--- src/rtl/oci_trace_capture.sv ---
// Debug-trace capture: unpacks multi-slot DCT buffers one slot per cycle into a FWFT FIFO,
// with overflow/count-error/total tracking and an end-of-test flush sequence.
module oci_trace_capture #(
    parameter int unsigned SLOT_W    = 10,
    parameter int unsigned NUM_SLOTS = 3,
    parameter int unsigned CNT_W     = 4,
    parameter int unsigned DEPTH     = 16
) (
    input  logic                        clk,
    input  logic                        reset,
    input  logic [SLOT_W*NUM_SLOTS-1:0] dct_buffer,
    input  logic [CNT_W-1:0]            dct_count,
    input  logic                        dct_valid,
    output logic                        dct_ready,
    input  logic                        test_ending,
    output logic [SLOT_W-1:0]           out_data,
    output logic                        out_valid,
    input  logic                        out_ready,
    output logic [$clog2(DEPTH):0]      fill_level,
    output logic [31:0]                 slot_total,
    output logic                        overflow,
    output logic                        count_err,
    output logic                        test_has_ended
);

    localparam int unsigned PTR_W  = $clog2(DEPTH);
    localparam int unsigned FILL_W = PTR_W + 1;
    localparam int unsigned IDX_W  = $clog2(NUM_SLOTS + 1);
    localparam logic [CNT_W-1:0] NUM_SLOTS_C = CNT_W'(NUM_SLOTS);

    typedef enum logic [1:0] {StIdle, StUnpack, StDrain, StDone} state_e;

    state_e                      state_q, state_d;
    logic [SLOT_W*NUM_SLOTS-1:0] buf_q;
    logic [CNT_W-1:0]            remaining_q;
    logic [IDX_W-1:0]            idx_q;
    logic                        ending_q;
    logic [SLOT_W-1:0]           mem_q [DEPTH];
    logic [PTR_W-1:0]            wr_ptr_q, rd_ptr_q, rd_ptr_d;
    logic [FILL_W-1:0]           fill_q, fill_d;
    logic [SLOT_W-1:0]           out_data_q, head_d, push_data;
    logic [31:0]                 total_q;
    logic                        overflow_q, count_err_q, ended_q;

    logic             accept, count_over, pop, push_req, push_ok, drop, full, last_slot;
    logic [CNT_W-1:0] count_clamped;

    always_comb begin
        count_over    = dct_count > NUM_SLOTS_C;
        count_clamped = count_over ? NUM_SLOTS_C : dct_count;
        accept        = dct_valid && dct_ready;
        full          = fill_q == FILL_W'(DEPTH);
        pop           = (fill_q != '0) && out_ready;
        push_req      = state_q == StUnpack;
        push_ok       = push_req && (!full || pop);
        drop          = push_req && full && !pop;
        last_slot     = remaining_q == CNT_W'(1);
        push_data     = '0;
        for (int i = 0; i < int'(NUM_SLOTS); i++) begin
            if (idx_q == IDX_W'(i)) push_data = buf_q[i*SLOT_W +: SLOT_W];
        end
    end

    // Next FIFO head is computed ahead so out_data can be a plain register.
    always_comb begin
        rd_ptr_d = pop ? rd_ptr_q + PTR_W'(1) : rd_ptr_q;
        fill_d   = fill_q;
        if (push_ok && !pop) fill_d = fill_q + FILL_W'(1);
        else if (!push_ok && pop) fill_d = fill_q - FILL_W'(1);
        if (fill_d == '0) head_d = '0;
        else if (push_ok && wr_ptr_q == rd_ptr_d) head_d = push_data;
        else head_d = mem_q[rd_ptr_d];
    end

    always_ff @(posedge clk) begin
        if (reset) state_q <= StIdle;
        else state_q <= state_d;
    end

    always_comb begin
        state_d = state_q;
        unique case (state_q)
            StIdle: begin
                if (test_ending || ending_q) state_d = StDrain;
                else if (accept && count_clamped != '0) state_d = StUnpack;
            end
            StUnpack: begin
                if (last_slot) state_d = (ending_q || test_ending) ? StDrain : StIdle;
            end
            StDrain: begin
                if (fill_d == '0) state_d = StDone;
            end
            StDone: state_d = StDone;
            default: state_d = StIdle;
        endcase
    end

    always_comb begin
        dct_ready = (state_q == StIdle) && !ending_q && !test_ending;
    end

    always_ff @(posedge clk) begin
        if (reset) begin
            buf_q       <= '0;
            remaining_q <= '0;
            idx_q       <= '0;
            ending_q    <= 1'b0;
            wr_ptr_q    <= '0;
            rd_ptr_q    <= '0;
            fill_q      <= '0;
            out_data_q  <= '0;
            total_q     <= '0;
            overflow_q  <= 1'b0;
            count_err_q <= 1'b0;
            ended_q     <= 1'b0;
        end else begin
            if (accept) begin
                buf_q       <= dct_buffer;
                remaining_q <= count_clamped;
                idx_q       <= '0;
            end else if (state_q == StUnpack) begin
                remaining_q <= remaining_q - CNT_W'(1);
                idx_q       <= idx_q + IDX_W'(1);
            end
            if (test_ending) ending_q <= 1'b1;
            if (accept && count_over) count_err_q <= 1'b1;
            if (drop) overflow_q <= 1'b1;
            if (push_ok) begin
                wr_ptr_q <= wr_ptr_q + PTR_W'(1);
                if (total_q != 32'hFFFF_FFFF) total_q <= total_q + 32'd1;
            end
            rd_ptr_q   <= rd_ptr_d;
            fill_q     <= fill_d;
            out_data_q <= head_d;
            if (state_d == StDone) ended_q <= 1'b1;
        end
    end

    always_ff @(posedge clk) begin
        if (push_ok) mem_q[wr_ptr_q] <= push_data;
    end

    assign out_data       = out_data_q;
    assign out_valid      = fill_q != '0;
    assign fill_level     = fill_q;
    assign slot_total     = total_q;
    assign overflow       = overflow_q;
    assign count_err      = count_err_q;
    assign test_has_ended = ended_q;

endmodule
--- config.mk ---
export PLATFORM = sky130hd
export DESIGN_NAME = oci_trace_capture
export DESIGN_NICKNAME = d
export VERILOG_FILES = /design/src/rtl/oci_trace_capture.sv
export SDC_FILE = /design/constraint.sdc
export NUM_CORES = 1
export LEC_CHECK = 0
export ABC_AREA = 1
export CORE_UTILIZATION = 40
export CTS_CLUSTER_SIZE = 30
export DETAILED_ROUTE_END_ITERATION = 16
export SLEW_MARGIN = 30
export SYNTH_ARGS = -nofsm -noshare
export SYNTH_HDL_FRONTEND = slang
export SYNTH_SLANG_ARGS = --single-unit
--- constraint.sdc ---
create_clock -name clk -period 4.08 [get_ports clk]
set_input_delay 0.612 -clock clk [delete_from_list [all_inputs] [get_ports clk]]
set_output_delay 0.612 -clock clk [all_outputs]
set_load 0.05 [all_outputs]
==> reports/qor.txt, run 1 <==
Outcome: complete, no violations
Initial cell density of the core: 40.7%
Cells after Synth: 1379
IO Pins: 91
Top-count cell post-synth: nand2_1
Worst-path clk slew: 0.06 ns
Cell Area, Synth: 12100 sq um
Post-CTS Resized: 0
Vias/cell: 5.04
Critical Path Max Stage Delay: 0.52 ns
Worst Skew: 0.00943 ns
Final instance area: 14300 sq um
Met3 usage: 2.99%
Area leader, netlist: edfxtp_1
CP arrival: 3.61 ns
Initial antenna violation count: 0
WHS: 0.453 ns
Hold Path Class: flop to flop
Yosys top cell area share: 39.9%
Final cycle utilization of the critical path: 77.4%
PnR worst setup slack: 0.921 ns
R2R Setup Slk: 0.92 ns
Clock sinks: 257
Area Growth Syn to Fin: 18.6%
Die outline area: 30800 sq um
TritonCTS clock tree: done
Top cells by count, synth: nand2_1 (283), nand3_1 (210), inv_1 (199), edfxtp_1 (160), dfxtp_1 (97)
Post-CTS setup buffers: 0
Worst-skew pair later-pin latency: 0.55 ns
Crit-path slowest cell: nand3_1
Port buffer count: 90
Root Buffer: clkbuf_16
Final Setup Violations: 0
TritonRoute pass-1 iters: 5
Met2 Use GR: 31.7%
Crit path buffers/inverters: 2
Die X: 176 microns
Max FO, Critical Path: 32
Pins Over Slew Limit: 0
Dpl ws: 0.690 ns
Row count: 63
Violation count after the first detailed-route iteration: 830
DRC Markers: 0
Clock buffer count from CTS: 28
Reg-to-Reg Start: fill_level[0]
Max-Slew Margin vs Limit: 37.9%
Number of diodes: 0
Register area: 6750 sq um
Fmax: 317 MHz
Ys async rst share: 0%
CP required: 4.53 ns
DIE HEIGHT: 176 microns
Final Hold Viols: 0
Antenna Nets Post-Route: 0
Vias: 9443
Post-route setup TNS: 0 ns
Drt wl/cell: 16.5 microns
Max IR drop VDD: 0.000388 V
Largest net degree at the start of global routing: 58
Hold Crit Start: buf_q[2]
Met1 Use GR: 29.7%
Synth cell types: 37
PD cells: 624 nW/um^2
Multi-input logic area: 4250 sq um
Nets: 1512
# H-tree levels: 1
Max Cap Viol: 0
Number of global-route vias before repair: 8947
Share of post-route cells with drive strength above 1: 6.68%
Gr usage total: 20.4%
Synth Flop Type: edfxtp_1
GRT busiest layer: met2
Core Area: 29600 sq um
Global-route wire length before repair: 49500 microns
Critical Path Start: fill_level[0]
Post-layout util: 48.2%
Hpwl dp: 19700 microns
Global route overflow: 0
Post-synth EDFFs: 160
Syn Nets: 1431
RSZ-0062 raised after global routing: no
Critical Path Start Type: flop
Fill count: 2917
Clock Path Buffers: 3
Crit end category: flop
Register area share after synthesis: 56.0%
P_leak: 5.71 nW
Register bit total from synthesis: 257
CTS hold repair buffers: 0
Final WL: 30800 microns
Cell Area, Placed: 13400 sq um
Syn Area/Cell: 8.74 sq um
YS warnings: 0
Critical path, cell by cell: inv_1 > ha_1 > nand3_4 > nand2_4 > nand2_4 > nand2_4 > nand2_1 > nand2_1 > a21oi_1 > nand3_1 > nor2_1 > nor2_1 > nand2_1 > inv_1
Cell family with most CP delay: simple AND/OR/NAND/NOR gates
Worst-margin pin slew: 0.929 ns
Placer Congestion: 0.861
CP Class: flop to flop
Synth top area cells: edfxtp_1 (40%), dfxtp_1 (16%), nand2_1 (8.8%), nand3_1 (8.7%), inv_1 (6.2%)
Tmin final: 3.16 ns
-- metal layers --
layer	routed length, microns	vias up
met1	14400	4430
met5	0	-
met4	451	0
met2	14000	283
met3	1920	38
li1	-	4692
-- cells by family (layout without fill, tap and decap cells) --
| family | after synthesis | count (layout) | share of synthesized area, % |
|---|---|---|---|
| AO/OA/AOI/OAI | 127 | 127 | 5.63 |
| buffers and inverters | 272 | 375 | 8.83 |
| XOR/XNOR | 33 | 33 | 2.40 |
| flip-flops | 257 | 257 | 56.0 |
| AND/OR/NAND/NOR | 677 | 677 | 25.8 |
| adder cells (fa/ha/maj) | 13 | 13 | 1.35 |
-- layout by cell type (no fill, tap or decap), types with 5 or more instances in the layout --
cell	instances
nand4_1	7
a211oi_1	10
clkbuf_16	29
nor2_2	5
clkinv_1	5
xor2_1	22
inv_1	199
ha_1	13
nor2_1	89
o21ai_0	29
clkdlybuf4s50_1	89
clkinv_2	10
nand3_1	210
nand2_1	283
a21oi_1	83
dfxtp_1	97
buf_4	28
nor4_1	6
nor3_1	21
xnor2_1	11
edfxtp_1	160
nand3b_1	41
-- area by class of cell --
| class | count | area share, % |
|---|---|---|
| sequential | 257 | 47.2 |
| multi-input combinational | 850 | 29.7 |
| timing repair buffer | 119 | 7.88 |
| clock buffer | 36 | 5.54 |
| inverter | 204 | 5.36 |
| tap | 390 | 3.41 |
| clock inverter | 16 | 0.875 |
-- tightest hold or removal path, delay by kind of cell, from the launching register on --
family,cells,cell delay (ns)
flops,1,0.29
buf+inv,1,0.06
compound gates,1,0.06
-- sequential cells by signal, summed over array words and instances (netlist names), 2 cells and up --
register / count
mem_q: 160
buf_q: 30
out_data: 10
state_q: 2
wr_ptr_q: 4
slot_total: 32
fill_level: 5
remaining_q: 4
rd_ptr_q: 4
idx_q: 2
-- power by group --
group | switching (mW) | internal, mW | total, mW
registers | 0.119 | 3.02 | 3.14
logic | 2.27 | 0.993 | 3.27
clock network | 1.02 | 1.49 | 2.51
total | 3.41 | 5.50 | 8.92
-- worst paths after layout --
| kind | endpoint | cells past startpoint |
|---|---|---|
| max | out_data[8] | 14 |
| min | buf_q[2] | 2 |
| max reg2reg | out_data[8] | 14 |
| min reg2reg | buf_q[2] | 2 |
-- stage by stage --
stage	cells	power, mW
after global routing	1872	9.44
final	1872	8.92
after CTS	1872	8.98
after detailed placement	1820	6.46
after global placement	1820	6.45
after floorplan	1379	5.50
Note: power is estimated with default switching activity, not from simulation.
==> run 2: changes to the inputs <==
clock period = 2.6 ns   (was 4.08 ns; I/O delays follow)
==> reports/qor.txt, run 2 (synthesis gave the netlist of run 1 again) <==
Number of global-route vias before repair: 9097 (+1.7%)
Worst Hold Path Cells: 3 (+1)
Commonest non-fill, non-tap cell in the layout: nand2_1
R2R Setup Slk: 0.26 ns (-0.66 ns)
Drt wl/cell: 16.3 microns (-1.3%)
Share of post-route cells with drive strength above 1: 7.63% (+0.95 points)
# H-tree levels: 1 (unchanged)
Critical path, cell by cell: inv_1 > ha_1 > nand3_4 > dlygate4sd2_1
CP arrival: 2.03 ns (-1.58 ns)
Placed cells: 1848 (+1.5%)
Largest register FFs: 160 (unchanged)
Multi-input logic area: 4250 sq um (about the same)
Die outline area: 30800 sq um (unchanged)
Post-route insts no fill: 1898 (+1.4%)
R2R depth: 15 (+1)
Max FO, Critical Path: 7 (-78%)
Post-layout util: 49.1% (+0.91 points)
Global-route wire length before repair: 49300 microns (-0.53%)
Register area: 6750 sq um (unchanged)
Worst-path clk slew: 0.06 ns (about the same)
Final cycle utilization of the critical path: 93.1%
Worst-skew pair later-pin latency: 0.54 ns (about the same)
Hpwl dp: 20000 microns (+1.7%)
Initial cell density of the core: 40.7% (unchanged)
Post-route setup TNS: 0 ns (unchanged)
Worst Skew: 0.0185 ns (+0.00903 ns)
Pins Over Slew Limit: 0 (unchanged)
Max Cap Viol: 0 (unchanged)
Number of diodes: 0 (unchanged)
Port buffer count: 90 (unchanged)
Initial antenna violation count: 0 (unchanged)
Die X: 176 microns (unchanged)
Vias/cell: 4.98 (-1.3%)
Clock sinks: 257 (unchanged)
Fmax: 413 MHz
Reg-to-Reg Start: fill_level[1]
Post-CTS setup buffers: 0 (unchanged)
Vias: 9447 (+0.042%)
PD cells: 986 nW/um^2 (+58%)
Violation count after the first detailed-route iteration: 667 (-20%)
RR Endpoint: out_data[1]
Global route overflow: 0 (unchanged)
Placer Congestion: 0.868 (+0.81%)
IO Pins: 91 (unchanged)
TritonRoute pass-1 iters: 5 (unchanged)
Critical Path Max Stage Delay: 0.55 ns (+0.03 ns)
Final WL: 30900 microns (about the same)
Final Hold Viols: 0 (unchanged)
RSZ-0062 raised after global routing: no
Gr usage total: 20.1% (-0.26 points)
Row count: 63 (unchanged)
Hold endpoint: buf_q[14]
Nets: 1539 (+1.8%)
CP required: 2.21 ns (-2.32 ns)
Core Area: 29600 sq um (unchanged)
Max IR drop VDD: 0.000781 V (+100%)
Final Setup Violations: 0 (unchanged)
Tmin final: 2.42 ns
Largest net degree at the start of global routing: 81 (+40%)
Root Buffer: clkbuf_16
Clock buffer count from CTS: 27 (-3.6%)
Area Growth Syn to Fin: 20.8%
CTS hold repair buffers: 0 (unchanged)
Max-Slew Margin vs Limit: 46.1% (+8.3 points)
Crit end category: output pin
P_leak: 5.86 nW (+2.6%)
Largest reg by FF count: mem_q
Cell family with most CP delay: buffers and inverters
TritonCTS clock tree: done
Hold Path Class: primary input to flop
Critical Path Start Type: flop
Crit-path slowest cell: dlygate4sd2_1
Hold Crit Start: dct_buffer[14]
Fill count: 2893 (-0.82%)
Commonest cells after routing, fill and taps aside: nand2_1 (283), nand3_1 (210), inv_1 (199)
Antenna Nets Post-Route: 0 (unchanged)
Worst-margin pin slew: 0.807 ns (-0.122 ns)
CP Class: flop to output pin
Crit path buffers/inverters: 2 (unchanged)
DRC Markers: 0 (unchanged)
DIE HEIGHT: 176 microns (unchanged)
Clock Path Buffers: 3 (unchanged)
Outcome: complete, no violations
## run 2: cell count changes in the layout (fill, tap and decap cells not counted), moves of 4 or more
cell	previous run	this run
buf_4	28	47
buf_12	1	11
clkinv_2	10	2
clkbuf_1	3	9
nor2_1	89	93
nor2_2	5	1
## run 2: metal layers
| metal | track usage [%] | part of all wire, % |
|---|---|---|
| met1 | 29.4 | 48 |
| met2 | 31.0 | 44 |
| met3 | 3.23 | 5.8 |
| met4 | 5.00 | 1.9 |
| met5 | 0 | 0 |
## run 2: through the flow
step	power [mW]	setup slack [ns]	hold WS (ns)	instance area, sq um
2_1_floorplan	8.62	0.131	0.425	12100
3_3_place_gp	10.6	0.117	0.441	13700
3_5_place_dp	10.7	0.0584	0.448	13700
4_1_cts	14.4	0.156	0.385	14600
5_1_grt	15.2	0.0778	0.414	14600
6_report	14.4	0.180	0.406	14600
## run 2: worst register-to-register path: stages (launching register included)
cell,delay [ns]
dfxtp_1,0.40
inv_1,0.10
ha_1,0.27
nand3_4,0.17
nand2_4,0.12
nand2_1,0.11
nand2_1,0.18
nand2_1,0.11
nand2_1,0.05
nor2_1,0.14
nand3_1,0.15
buf_12,0.18
nor2_1,0.08
nor2_1,0.05
nand2_1,0.08
inv_1,0.04
## run 2: how the worst max path moves through the flow
| stage | end | startpoint | slack [ns] | cells past startpoint |
|---|---|---|---|---|
| floorplan | out_data[5] | fill_level[0] | 0.13 | 13 |
| global placement | out_data[9] | out_ready | 0.12 | 14 |
| detailed placement | out_data[1] | out_ready | 0.06 | 13 |
| CTS | out_valid | fill_level[1] | 0.16 | 4 |
| global route | out_data[7] | fill_level[1] | 0.08 | 13 |
| finish | out_valid | fill_level[1] | 0.18 | 4 |
## run 2: power by group
group	switching, mW	internal [mW]	leakage (nW)
clock	1.55	2.20	0.414
combinational	3.73	1.96	3.18
sequential	0.174	4.74	2.27
## run 2: area by class of cell
type                    instances  area share, %
flip-flops and latches        257           46.3
multi-input cells             850           29.2
repair buffers                147           10.0
inverters                     204           5.26
clock buffers                  39           5.15
well taps                     390           3.35
clock inverters                11          0.722
## run 2: repair_timing
action / in CTS / in global routing
resized for setup: 1 / 1
gates cloned: 0 / 0
setup endpoints to repair: 1 / 4
==> run 3: changes to the inputs <==
CORE_ASPECT_RATIO = 1.75   (was unset)
GPL_ROUTABILITY_DRIVEN = 0   (was unset)
==> reports/qor.txt, run 3 (synthesis gave the netlist of run 1 again) <==
Outcome: complete, no violations
Die outline area: 30900 sq um (about the same)
Crit-path slowest cell: dlygate4sd2_1
DRC Markers: 0 (unchanged)
IO Pins: 91 (unchanged)
RSZ-0062 raised after global routing: no
Final cycle utilization of the critical path: 92.3% (-0.77 points)
Hpwl dp: 23000 microns (+15%)
Worst-path clk slew: 0.07 ns (about the same)
CP required: 2.21 ns (about the same)
Number of diodes: 0 (unchanged)
Global-route wire length before repair: 51300 microns (+4.2%)
Max-Slew Margin vs Limit: 49.2% (+3.1 points)
Commonest non-fill, non-tap cell in the layout: nand2_1
Clock buffer count from CTS: 24 (-11%)
Commonest cells after routing, fill and taps aside: nand2_1 (283), nand3_1 (210), inv_1 (199)
Vias: 9537 (+0.95%)
CTS hold repair buffers: 0 (unchanged)
P_leak: 5.85 nW (-0.13%)
Fill count: 2843 (-1.7%)
Worst-skew pair later-pin latency: 0.54 ns (about the same)
Post-CTS setup buffers: 0 (unchanged)
# H-tree levels: 1 (unchanged)
Worst Skew: 0.0200 ns (+0.00150 ns)
Critical path, cell by cell: inv_1 > ha_1 > nand3_4 > dlygate4sd2_1
Cell Area, Placed: 13700 sq um (+0.27%)
Violation count after the first detailed-route iteration: 532 (-20%)
Critical Path Max Stage Delay: 0.58 ns (+0.03 ns)
Initial cell density of the core: 40.9% (+0.20 points)
Final Hold Viols: 0 (unchanged)
Clock sinks: 257 (unchanged)
Met2 Use GR: 42.0% (+11 points)
Gr usage total: 21.5% (+1.4 points)
Row count: 83 (+32%)
Post-CTS Resized: 1 (unchanged)
Largest reg by FF count: mem_q
Pins Over Slew Limit: 0 (unchanged)
Tmin final: 2.40 ns (-0.0199 ns)
Die X: 133 microns (-24%)
TritonCTS clock tree: done
Max FO, Critical Path: 7 (unchanged)
Vias/cell: 5.05 (+1.5%)
Clock Path Buffers: 3 (unchanged)
Crit end category: output pin
Worst-margin pin slew: 0.761 ns (-0.0458 ns)
WHS: 0.399 ns (-0.00743 ns)
Fmax: 417 MHz (+0.83%)
Largest register FFs: 160 (unchanged)
Met3 usage: 2.54% (-0.69 points)
Initial antenna violation count: 0 (unchanged)
Met1 Use GR: 22.9% (-6.5 points)
Final WL: 32900 microns (+6.6%)
Root Buffer: clkbuf_16
GRT busiest layer: met2
Hold Path Class: primary input to flop
Drt wl/cell: 17.4 microns (+7.2%)
Port buffer count: 90 (unchanged)
Final Setup Violations: 0 (unchanged)
Max IR drop VDD: 0.000556 V (-29%)
Global route overflow: 0 (unchanged)
PD cells: 978 nW/um^2 (-0.79%)
CP arrival: 2.01 ns (-0.02 ns)
CP Class: flop to output pin
Area Growth Syn to Fin: 20.7%
Share of post-route cells with drive strength above 1: 7.84% (+0.21 points)
Number of global-route vias before repair: 9521 (+4.7%)
Post-route insts no fill: 1887 (-0.58%)
Critical Path Start Type: flop
Antenna Nets Post-Route: 0 (unchanged)
Nets: 1539 (unchanged)
DIE HEIGHT: 232 microns (+32%)
Max Cap Viol: 0 (unchanged)
Final instance area: 14500 sq um (-0.11%)
Largest net degree at the start of global routing: 55 (-32%)
Placed cells: 1843 (-0.27%)
TritonRoute pass-1 iters: 6 (+1)
Core Area: 29500 sq um (-0.49%)
==> run 3: metrics by stage <==
stage / utilization, % / setup slack, ns / total power, mW / TNS, ns
2_1_floorplan: - / 0.131 / 8.62 / 0
5_1_grt: 49.3 / 0.0468 / 15.0 / 0
3_5_place_dp: 46.6 / -0.0485 / 10.7 / -0.414
4_1_cts: 49.3 / 0.188 / 14.4 / 0
6_report: 49.3 / 0.200 / 14.2 / 0
3_3_place_gp: 46.6 / 0.000780 / 10.7 / 0
==> run 3: final cells by class <==
| type | count | area (sq um) | share of cell area, % |
|---|---|---|---|
| clock buffers | 29 | 619 | 4.26 |
| clock inverters | 15 | 191 | 1.32 |
| inverters | 204 | 766 | 5.26 |
| multi-input cells | 850 | 4240 | 29.2 |
| flip-flops and latches | 257 | 6750 | 46.4 |
| well taps | 382 | 478 | 3.29 |
| repair buffers | 150 | 1510 | 10.3 |
==> run 3: final timing paths <==
check,startpoint,to,slack (ns),cells after the start
worst max-delay path,fill_level[0],out_valid,0.20,4
worst min register to register,buf_q[22],buf_q[22],0.46,2
worst max register to register,fill_level[0],out_data[5],0.24,15
worst min-delay path,reset,slot_total[2],0.40,5
==> run 3: where the power goes <==
part / switching [mW] / total [mW] / leakage [nW] / internal (mW)
clock network: 1.56 / 3.67 / 0.386 / 2.11
registers: 0.166 / 4.91 / 2.27 / 4.74
logic: 3.72 / 5.66 / 3.20 / 1.93
total: 5.45 / 14.2 / 5.85 / 8.78
==> run 3: routing by layer <==
metal  up-vias  share of wire, %
met5         -                 0
met4         0               3.7
met3        68               4.2
met2       239                55
met1      4494                37
li1       4736                 -
==> run 3: worst max-delay path: cells and delay by family (launching register included) <==
family,cells,cell delay (ns)
fa+ha+maj,1,0.30
simple gates,1,0.18
buf+inv,2,0.67
flops,1,0.34
